--- config.mk ---
export PLATFORM = sky130hd
export DESIGN_NAME = game_sequencer
export DESIGN_NICKNAME = d
export VERILOG_FILES = /design/src/rtl/pacman_pkg.sv /design/src/rtl/game_sequencer_frame_divider.sv /design/src/rtl/game_sequencer.sv
export SDC_FILE = /design/constraint.sdc
export NUM_CORES = 1
export LEC_CHECK = 0
export ABC_AREA = 1
export CELL_PAD_IN_SITES_DETAIL_PLACEMENT = 1
export CELL_PAD_IN_SITES_GLOBAL_PLACEMENT = 2
export CORE_MARGIN = 4
export CORE_UTILIZATION = 35
export CTS_CLUSTER_DIAMETER = 30
export DETAILED_ROUTE_END_ITERATION = 16
export PLACE_DENSITY_LB_ADDON = 0.1
export SYNTH_ARGS = -nofsm -noshare
export SYNTH_HDL_FRONTEND = slang
export SYNTH_SLANG_ARGS = --single-unit
--- constraint.sdc ---
create_clock -name CLOCK_50 -period 2.65 [get_ports CLOCK_50]
set_input_delay 0.53 -clock CLOCK_50 [delete_from_list [all_inputs] [get_ports CLOCK_50]]
set_output_delay 0.53 -clock CLOCK_50 [all_outputs]
set_load 0.01 [all_outputs]
--- src/rtl/pacman_pkg.sv ---
// Shared types and constants for the PacMan game-flow logic.
package pacman_pkg;

  typedef enum logic [2:0] {
    IDLE  = 3'd0,
    READY = 3'd1,
    PLAY  = 3'd2,
    PAUSE = 3'd3,
    DYING = 3'd4,
    OVER  = 3'd5
  } game_state_t;

  localparam int POS_W_DEF = 5;

  function automatic int max_int(input int a, input int b);
    return (a > b) ? a : b;
  endfunction

endpackage

--- src/rtl/game_sequencer_frame_divider.sv ---
// Divides frame_tick by PERIOD and emits a registered one-cycle step pulse.
// The count only advances while en is high and can be cleared with clr.
module frame_divider #(
  parameter int PERIOD = 6
) (
  input  logic clk,
  input  logic rst,
  input  logic en,
  input  logic clr,
  input  logic frame_tick,
  output logic step
);

  localparam int CNT_W = $clog2(PERIOD) + 1;

  logic [CNT_W-1:0] cnt;

  // Count enabled ticks; pulse step the cycle after the PERIOD-th one.
  always_ff @(posedge clk or posedge rst) begin
    if (rst) begin
      cnt  <= '0;
      step <= 1'b0;
    end else begin
      step <= 1'b0;
      if (clr) begin
        cnt <= '0;
      end else if (en && frame_tick) begin
        if (cnt == CNT_W'(PERIOD - 1)) begin
          cnt  <= '0;
          step <= 1'b1;
        end else begin
          cnt <= cnt + CNT_W'(1);
        end
      end
    end
  end

endmodule

--- src/rtl/game_sequencer.sv ---
// Game-flow controller: start/pause, frame-synchronous move enables,
// pac/ghost collision detection, lives and respawn/game-over sequencing.
// All state lives on CLOCK_50; state_dbg exposes the FSM state.
module game_sequencer
  import pacman_pkg::*;
#(
  parameter int POS_W        = POS_W_DEF,
  parameter int LIVES        = 3,
  parameter int PAC_PERIOD   = 6,
  parameter int GHOST_PERIOD = 12,
  parameter int READY_FRAMES = 60,
  parameter int DEATH_FRAMES = 90
) (
  input  logic             CLOCK_50,
  input  logic             reset,
  input  logic             start,
  input  logic             frame_tick,
  input  logic [POS_W-1:0] pac_x,
  input  logic [POS_W-1:0] pac_y,
  input  logic [POS_W-1:0] ghost_x,
  input  logic [POS_W-1:0] ghost_y,
  output logic             pac_step,
  output logic             ghost_step,
  output logic             respawn,
  output logic             playing,
  output logic             gameover,
  output logic [1:0]       lives,
  output game_state_t      state_dbg
);

  localparam int FRAME_W = $clog2(max_int(READY_FRAMES, DEATH_FRAMES)) + 1;

  game_state_t      state, next_state;
  logic             start_q, start_edge;
  logic [FRAME_W-1:0] frame_cnt;
  logic [POS_W-1:0] prev_pac_x, prev_pac_y, prev_ghost_x, prev_ghost_y;
  logic             same, swap, coll;
  logic             div_en, div_clr;
  logic             pac_pulse, ghost_pulse;

  // Register start; resets high so a button held through reset is no edge.
  always_ff @(posedge CLOCK_50 or posedge reset) begin
    if (reset) start_q <= 1'b1;
    else       start_q <= start;
  end

  // Edge detect and collision: same tile, or pac and ghost swapped tiles.
  always_comb begin
    start_edge = start & ~start_q;
    same = (pac_x == ghost_x) && (pac_y == ghost_y);
    swap = (pac_x == prev_ghost_x) && (pac_y == prev_ghost_y) &&
           (ghost_x == prev_pac_x) && (ghost_y == prev_pac_y) &&
           ((pac_x != prev_pac_x) || (pac_y != prev_pac_y));
    coll = (state == PLAY) && (same || swap);
  end

  // FSM state register.
  always_ff @(posedge CLOCK_50 or posedge reset) begin
    if (reset) state <= IDLE;
    else       state <= next_state;
  end

  // FSM next-state logic; collision wins over start_edge in PLAY.
  always_comb begin
    next_state = state;
    case (state)
      IDLE:  if (start_edge) next_state = READY;
      READY: if (frame_tick && frame_cnt == FRAME_W'(READY_FRAMES - 1))
               next_state = PLAY;
      PLAY: begin
        if (coll)            next_state = DYING;
        else if (start_edge) next_state = PAUSE;
      end
      PAUSE: if (start_edge) next_state = PLAY;
      DYING: if (frame_tick && frame_cnt == FRAME_W'(DEATH_FRAMES - 1))
               next_state = (lives == 2'd0) ? OVER : READY;
      OVER:  if (start_edge) next_state = READY;
      default: next_state = IDLE;
    endcase
  end

  // Frame counter for READY/DYING, lives, respawn pulse and previous positions.
  always_ff @(posedge CLOCK_50 or posedge reset) begin
    if (reset) begin
      frame_cnt    <= '0;
      lives        <= 2'(LIVES);
      respawn      <= 1'b0;
      prev_pac_x   <= '0;
      prev_pac_y   <= '0;
      prev_ghost_x <= '0;
      prev_ghost_y <= '0;
    end else begin
      if (state != next_state)
        frame_cnt <= '0;
      else if ((state == READY || state == DYING) && frame_tick)
        frame_cnt <= frame_cnt + FRAME_W'(1);

      if ((state == IDLE || state == OVER) && next_state == READY)
        lives <= 2'(LIVES);
      else if (state == PLAY && next_state == DYING && lives != 2'd0)
        lives <= lives - 2'd1;

      respawn <= (next_state == READY) && (state != READY);

      if (state == PLAY) begin
        prev_pac_x   <= pac_x;
        prev_pac_y   <= pac_y;
        prev_ghost_x <= ghost_x;
        prev_ghost_y <= ghost_y;
      end
    end
  end

  assign div_en  = (state == PLAY) && !coll;
  assign div_clr = (state == READY) && (next_state == PLAY);

  frame_divider #(.PERIOD(PAC_PERIOD)) u_pac_div (
    .clk        (CLOCK_50),
    .rst        (reset),
    .en         (div_en),
    .clr        (div_clr),
    .frame_tick (frame_tick),
    .step       (pac_pulse)
  );

  frame_divider #(.PERIOD(GHOST_PERIOD)) u_ghost_div (
    .clk        (CLOCK_50),
    .rst        (reset),
    .en         (div_en),
    .clr        (div_clr),
    .frame_tick (frame_tick),
    .step       (ghost_pulse)
  );

  // Outputs decoded from state; steps are only passed through while in PLAY.
  always_comb begin
    playing    = (state == PLAY);
    gameover   = (state == OVER);
    pac_step   = pac_pulse & (state == PLAY);
    ghost_step = ghost_pulse & (state == PLAY);
    state_dbg  = state;
  end

endmodule

# ---- After elaboration in Yosys (flattened, before gate mapping)
# Cells that the tools add are included.
dict set report classes {
  n_addsub 4
  n_eq_ne 22
  n_mux 24
  bitwise_logic 4
  n_reduce_logical 28
}
# operator count
set ops {}
lappend ops {{5-bit equality test} 6}
lappend ops {{3-bit two-way mux} 7}
lappend ops {{1-bit logical AND} 16}
lappend ops {{8-bit two-way mux} 2}
lappend ops {{5-bit two-way mux} 3}
lappend ops {{3-bit case mux with 5 select lines} 1}
lappend ops {{4-bit two-way mux} 3}
lappend ops {{5-bit inequality test} 2}
lappend ops {{3-bit by 2-bit equality test with 1-bit output (second input constant)} 3}
lappend ops {{3-bit equality test (second input constant)} 3}
lappend ops {{8-bit by 1-bit adder with 8-bit output (second input constant)} 1}
lappend ops {{8-bit by 6-bit equality test with 1-bit output (second input constant)} 1}
lappend ops {{8-bit by 7-bit equality test with 1-bit output (second input constant)} 1}
lappend ops {{2-bit nonzero test} 4}
lappend ops {{3-bit by 1-bit equality test with 1-bit output (second input constant)} 2}
lappend ops {{1-bit two-way mux} 6}
lappend ops {{5-bit by 1-bit adder with 5-bit output (second input constant)} 1}
lappend ops {{5-bit by 4-bit equality test with 1-bit output (second input constant)} 1}
lappend ops {{4-bit by 1-bit adder with 4-bit output (second input constant)} 1}
lappend ops {{4-bit by 3-bit equality test with 1-bit output (second input constant)} 1}
lappend ops {{1-bit logical OR} 4}
lappend ops {{2-bit two-way mux} 2}
lappend ops {{1-bit AND} 3}
lappend ops {{3-bit logical NOT} 1}
lappend ops {{7 further kinds} 7}
dict set report totals {
  register_bits 46
  in_bits 24
  wordCells 95
}

# ---- Logic depth before layout (Yosys ltp)
dict set report depth {
  word_depth 14
  depth_mapped 16
  mapped_depth_nobuf 16
}

# ---- Modules after synthesis
# A second synthesis with hierarchy kept.
dict set report unflattened {
  cells_unflattened 395
  area_unflattened_um2 2849.0
}
# mod n_inst cells_each area_each_um2
set modules_own_cells {}
lappend modules_own_cells {game_sequencer 1 315 2235.9}
lappend modules_own_cells {{frame_divider at u_ghost_div} 1 44 331.6}
lappend modules_own_cells {{frame_divider at u_pac_div} 1 36 281.5}

# ---- Worst setup path after synthesis
# OpenSTA, ideal clock, no wires.
dict set report synth_timing {
  kind {register to output}
  startpoint {register state[1], in the netlist state_dbg[1]}
  endpoint {output port ghost_step}
  arrival_ns 1.276
  required_time_ns 2.120
  setup_slack_ns 0.844
  stages_incl_launch_ff 6
  n_path_buf 1
  path_cell_list {dfrtp_1 inv_1 nor3_4 inv_1 clkbuf_1 nor2_1}
}
dict set report synth_via {
  elab_chain_cells 2
}
# item line_no
set synth_rtl {}
lappend synth_rtl {{start: declaration} game_sequencer.sv:33} ;# game_state_t state, next_state;
lappend synth_rtl {{start signal: assignment} game_sequencer.sv:60} ;# else state <= next_state;
lappend synth_rtl {{3-bit by 2-bit equality test with 1-bit output} game_sequencer.sv:140} ;# ghost_step = ghost_pulse & (state == PLAY);
lappend synth_rtl {{1-bit AND} game_sequencer.sv:140}
lappend synth_rtl {{end: declaration} game_sequencer.sv:23} ;# output logic ghost_step,
# No other way between the ends.

# ---- Final worst setup path
# Same ends and word-level chain as after synthesis.

==> summary.md <==
The flow ran to the end, and the final reports show no timing, DRC or antenna violations. The number of instances in the synthesized netlist is 378. The origin of the worst min-delay path is u_ghost_div.cnt[0]. The global routing stage identified its most utilized layer as met2. The global placement routability congestion is 0.7669, and the number of cells traversed by the worst hold path is 1. Walking the worst path, the cells encountered are inv_1 > nor3_4 > inv_1 > nor2_1 > clkdlybuf4s50_1. The die covers 9639 sq um.

The setup path with the least slack is of type reg -> out. Setup repair after global routing left no endpoint under its margin. Global routing finished with a remaining overflow of 0.

The worst max-slew margin expressed relative to the limit was 66.33%; the final layout net count was 450. The final route contains 2478 vias. The worst setup path is captured at an output pin.

From left edge to right edge, the die measures 98.18 microns. The count of cells along the worst register-to-register path works out to 8. The highest cell delay on the worst timing path is 0.54 ns, and the global routing met1 resource utilization is 21.52%. Input and output buffers added on the ports amount to 33. After Yosys synthesis, XOR and XNOR cells account for 8.308% of the synthesized area. The worst hold path terminates at u_ghost_div.cnt[0].

For the final database, setup skew stands at 0.004830 ns. TritonCTS built the clock tree. The highest ir drop seen on vdd is 0.0002420 V. The final design utilization came out at 44.26%. Post-route antenna net violation count: 0. The portion of synthesized area spent on multiplexers is 0%.

In the routed design, unresolved DRC markers number 0. The simple-gate portion of the synthesized area works out to 31.34%. The routed wire length is 7357 microns. The endpoint identified for the worst register-to-register timing path is u_ghost_div.cnt[4]. The fraction of layout instances using a drive strength above 1 works out to 11.16%. Worst min-delay path category: reg -> reg. The number of endpoints with negative hold slack in the final report was 0; the number of storage elements in the synthesis netlist was 46.

From bottom edge to top edge, the die measures 98.18 microns. Entering global routing, the biggest net connects 26 pins. The first routing iteration left 61 violations.

The logs give 4 for the number of search-and-repair iterations in the first detailed-routing pass and 1.656 mW for the design internal power. Critical path's top delay family: buffers and inverters. The total net switching power is 1.058 mW. The kind of launch point of the worst setup path was a flop.

The number of buffers and inverters on the critical path is 3. The number of sinks on the clock net was 46; the shortest period the worst path allows was 2.473 ns. Number of antenna violations at the first check in global routing: 0. The synthesized netlist devotes 8.791% of its cell area to compound gates. The total core area was 7807 sq um.

Buffers inserted to repair hold after CTS numbered 0. In this run the worst path has a maximum fanout of 5. Count of final max-slew check failures: 0.

For flop-to-flop paths, the worst setup slack is 0.63 ns. The most frequent cell on the critical path is inv_1. The number of global-route vias before repair was 2626; the synthesized area per cell was 7.530 sq um.

Summing internal, switching and leakage power gives 2.713 mW. The tool flagged a number of max-cap violations equal to 0. The share of total power dissipated in sequential elements is 42.5%. During I/O placement, the number of pins put on the boundary was 34. The number of vias per cell came out at 4.738. The fraction of power spent switching nets works out to 38.97%.

The tools report the portion of total power attributed to combinational logic as 38.1%. The first global-routing pass estimated 12900 microns of wire. At the pin with the least slew margin, the transition time is 0.5043 ns. TritonCTS created 5 clock buffers. The run gives 3.143% as the global routing usage on met3. Of the total power, the clock network draws 19.4%. The run gives -0.03148 ns as the setup slack after placement.

Among all stages on the critical path, the largest delay is contributed by clkdlybuf4s50_1. CTS built an H-tree with a depth of 2. The logs give 0.4043 GHz for the maximum achievable frequency and 2 for the worst-case clock buffer depth. After synthesis, flip-flops and latches occupy 40.57% of the total area.

Setup violations remaining at the end of the flow were counted as 0. Synthesized area: 2846 sq um. From synthesis to final layout, the design area changed by 21.41%. Yosys printed 0 warnings.

The floorplan has 32 rows. The synthesized netlist devotes 2.637% of its cell area to adder and majority cells. The worst setup margin was 0.1766 ns. By area, the combinational part of the netlist is dominated by simple AND/OR/NAND/NOR gates.

The initial utilization of the core area, before any placement, comes to 36.46%. The power density relative to cell area is 785.1 nW/um^2. The wire-length estimate of the detail-placed layout is 5874 microns. The met2 usage in global routing is 28.01%, and the total routing resource utilization after global routing is 16.44%.

In this run the critical register-to-register path is launched from state_dbg[1]. The synthesized netlist contains 31 unique library cells. 0 antenna diodes ended up in the layout. The required time reported for the critical path endpoint is 2.12 ns. In the finished design, the share of the clock period the worst path needs comes to 93.34%.

Clock tree synthesis selected as its root buffer the cell clkbuf_8. After detailed routing, the average wire length per cell comes to 14.07 microns. STA puts the critical path data arrival time at 1.94 ns. The tools report the clock latency on the worst-skew pair as 0.30 ns. The number of nets handed over by synthesis was 408. Clock-pin slew was measured on the worst setup and hold paths at 0.09 ns.

In this run the static leakage power is 1.684 nW.
-- metrics by stage --
step | TNS, ns | hold WS, ns | instance area (sq um) | cells
after floorplan | 0 | 0.4679 | 2846 | 378
after global placement | -0.01393 | 0.4879 | 3342 | 514
after detailed placement | -0.05068 | 0.4984 | 3342 | 514
after CTS | 0 | 0.5144 | 3448 | 522
after global routing | 0 | 0.5575 | 3456 | 523
final | 0 | 0.5094 | 3456 | 523
-- synthesized netlist by cell type (all sizes together) --
master   count  area, sq um
nor2        39        176.4
ha           6        75.07
a21oi        3        26.28
dfstp        3        78.83
o22ai        4        25.02
o31ai        4        30.03
nand3       22        115.1
xor2        12        105.1
o2111ai      1        8.760
dfrtp       43         1076
nor3         6        57.55
buf          1        5.000
clkbuf       4        15.01
nor4         1        12.51
inv         58        217.7
and3         1        6.260
nand2      117        474.2
o21ai       32        160.1
xnor2       15        131.4
nand4        6        50.04
-- layout by cell type (no fill, tap or decap), types with 6 or more instances in the layout --
| cell type | synthesis | final |
|---|---|---|
| xnor2_1 | 15 | 15 |
| nor2_2 | 9 | 9 |
| ha_1 | 6 | 6 |
| o21ai_0 | 29 | 29 |
| nand2_1 | 109 | 109 |
| clkdlybuf4s50_1 | 0 | 33 |
| xor2_1 | 12 | 12 |
| dfrtp_1 | 43 | 43 |
| nand3_1 | 21 | 21 |
| inv_1 | 54 | 53 |
| buf_4 | 0 | 6 |
| nor2_1 | 29 | 29 |
-- worst max-delay path by stage --
stage                      start            endpoint  cells after the start
floorplan           state_dbg[1]          ghost_step                      5
global placement        pac_y[1]  u_ghost_div.cnt[4]                     11
detailed placement      pac_y[1]  u_ghost_div.cnt[4]                     11
CTS                 state_dbg[0]          ghost_step                      4
global route        state_dbg[1]          ghost_step                      5
finish              state_dbg[1]          ghost_step                      5
-- power groups by stage --
stage | clock (mW) | combinational, mW | sequential, mW
finish | 0.526 | 1.03 | 1.15
global route | 0.579 | 1.21 | 1.19
CTS | 0.549 | 1.06 | 1.16
detailed placement | 0 | 1.05 | 1.17
global placement | 0 | 1.03 | 1.15
floorplan | 0 | 0.755 | 1.12
-- routing by layer --
layer	vias to the layer above	share of wire, %
met5	-	0
met4	0	1.2
met3	7	3.1
met2	26	48
met1	1182	48
li1	1263	-
-- kinds of logic (layout without fill, tap and decap cells) --
family	Yosys count	in the layout
compound gates	44	44
xor+xnor	27	27
fa+ha+maj	6	6
buf+inv	63	106
flops	46	46
simple gates	192	192
-- layout make-up --
type / instances / area (sq um)
fillers: 991 / 4352
multi-input cells: 269 / 1454
flip-flops and latches: 46 / 1155
repair buffers: 40 / 395.4
inverters: 58 / 217.7
well taps: 102 / 127.6
clock buffers: 7 / 76.32
clock inverters: 1 / 30.03
-- sequential cells by signal (all words and copies together) (netlist names) --
signal            flops
prev_ghost_x          5
u_ghost_div.cnt       5
u_pac_div.step        1
prev_pac_y            5
respawn               1
prev_ghost_y          5
prev_pac_x            5
u_ghost_div.step      1
start_q               1
lives                 2
state_dbg             3
frame_cnt             8
u_pac_div.cnt         4
-- timing repair --
action,in CTS,in global routing
resized for setup,0,0
setup buffers,0,1
setup endpoints to repair,0,1
Note: power is estimated with default switching activity, not from simulation.
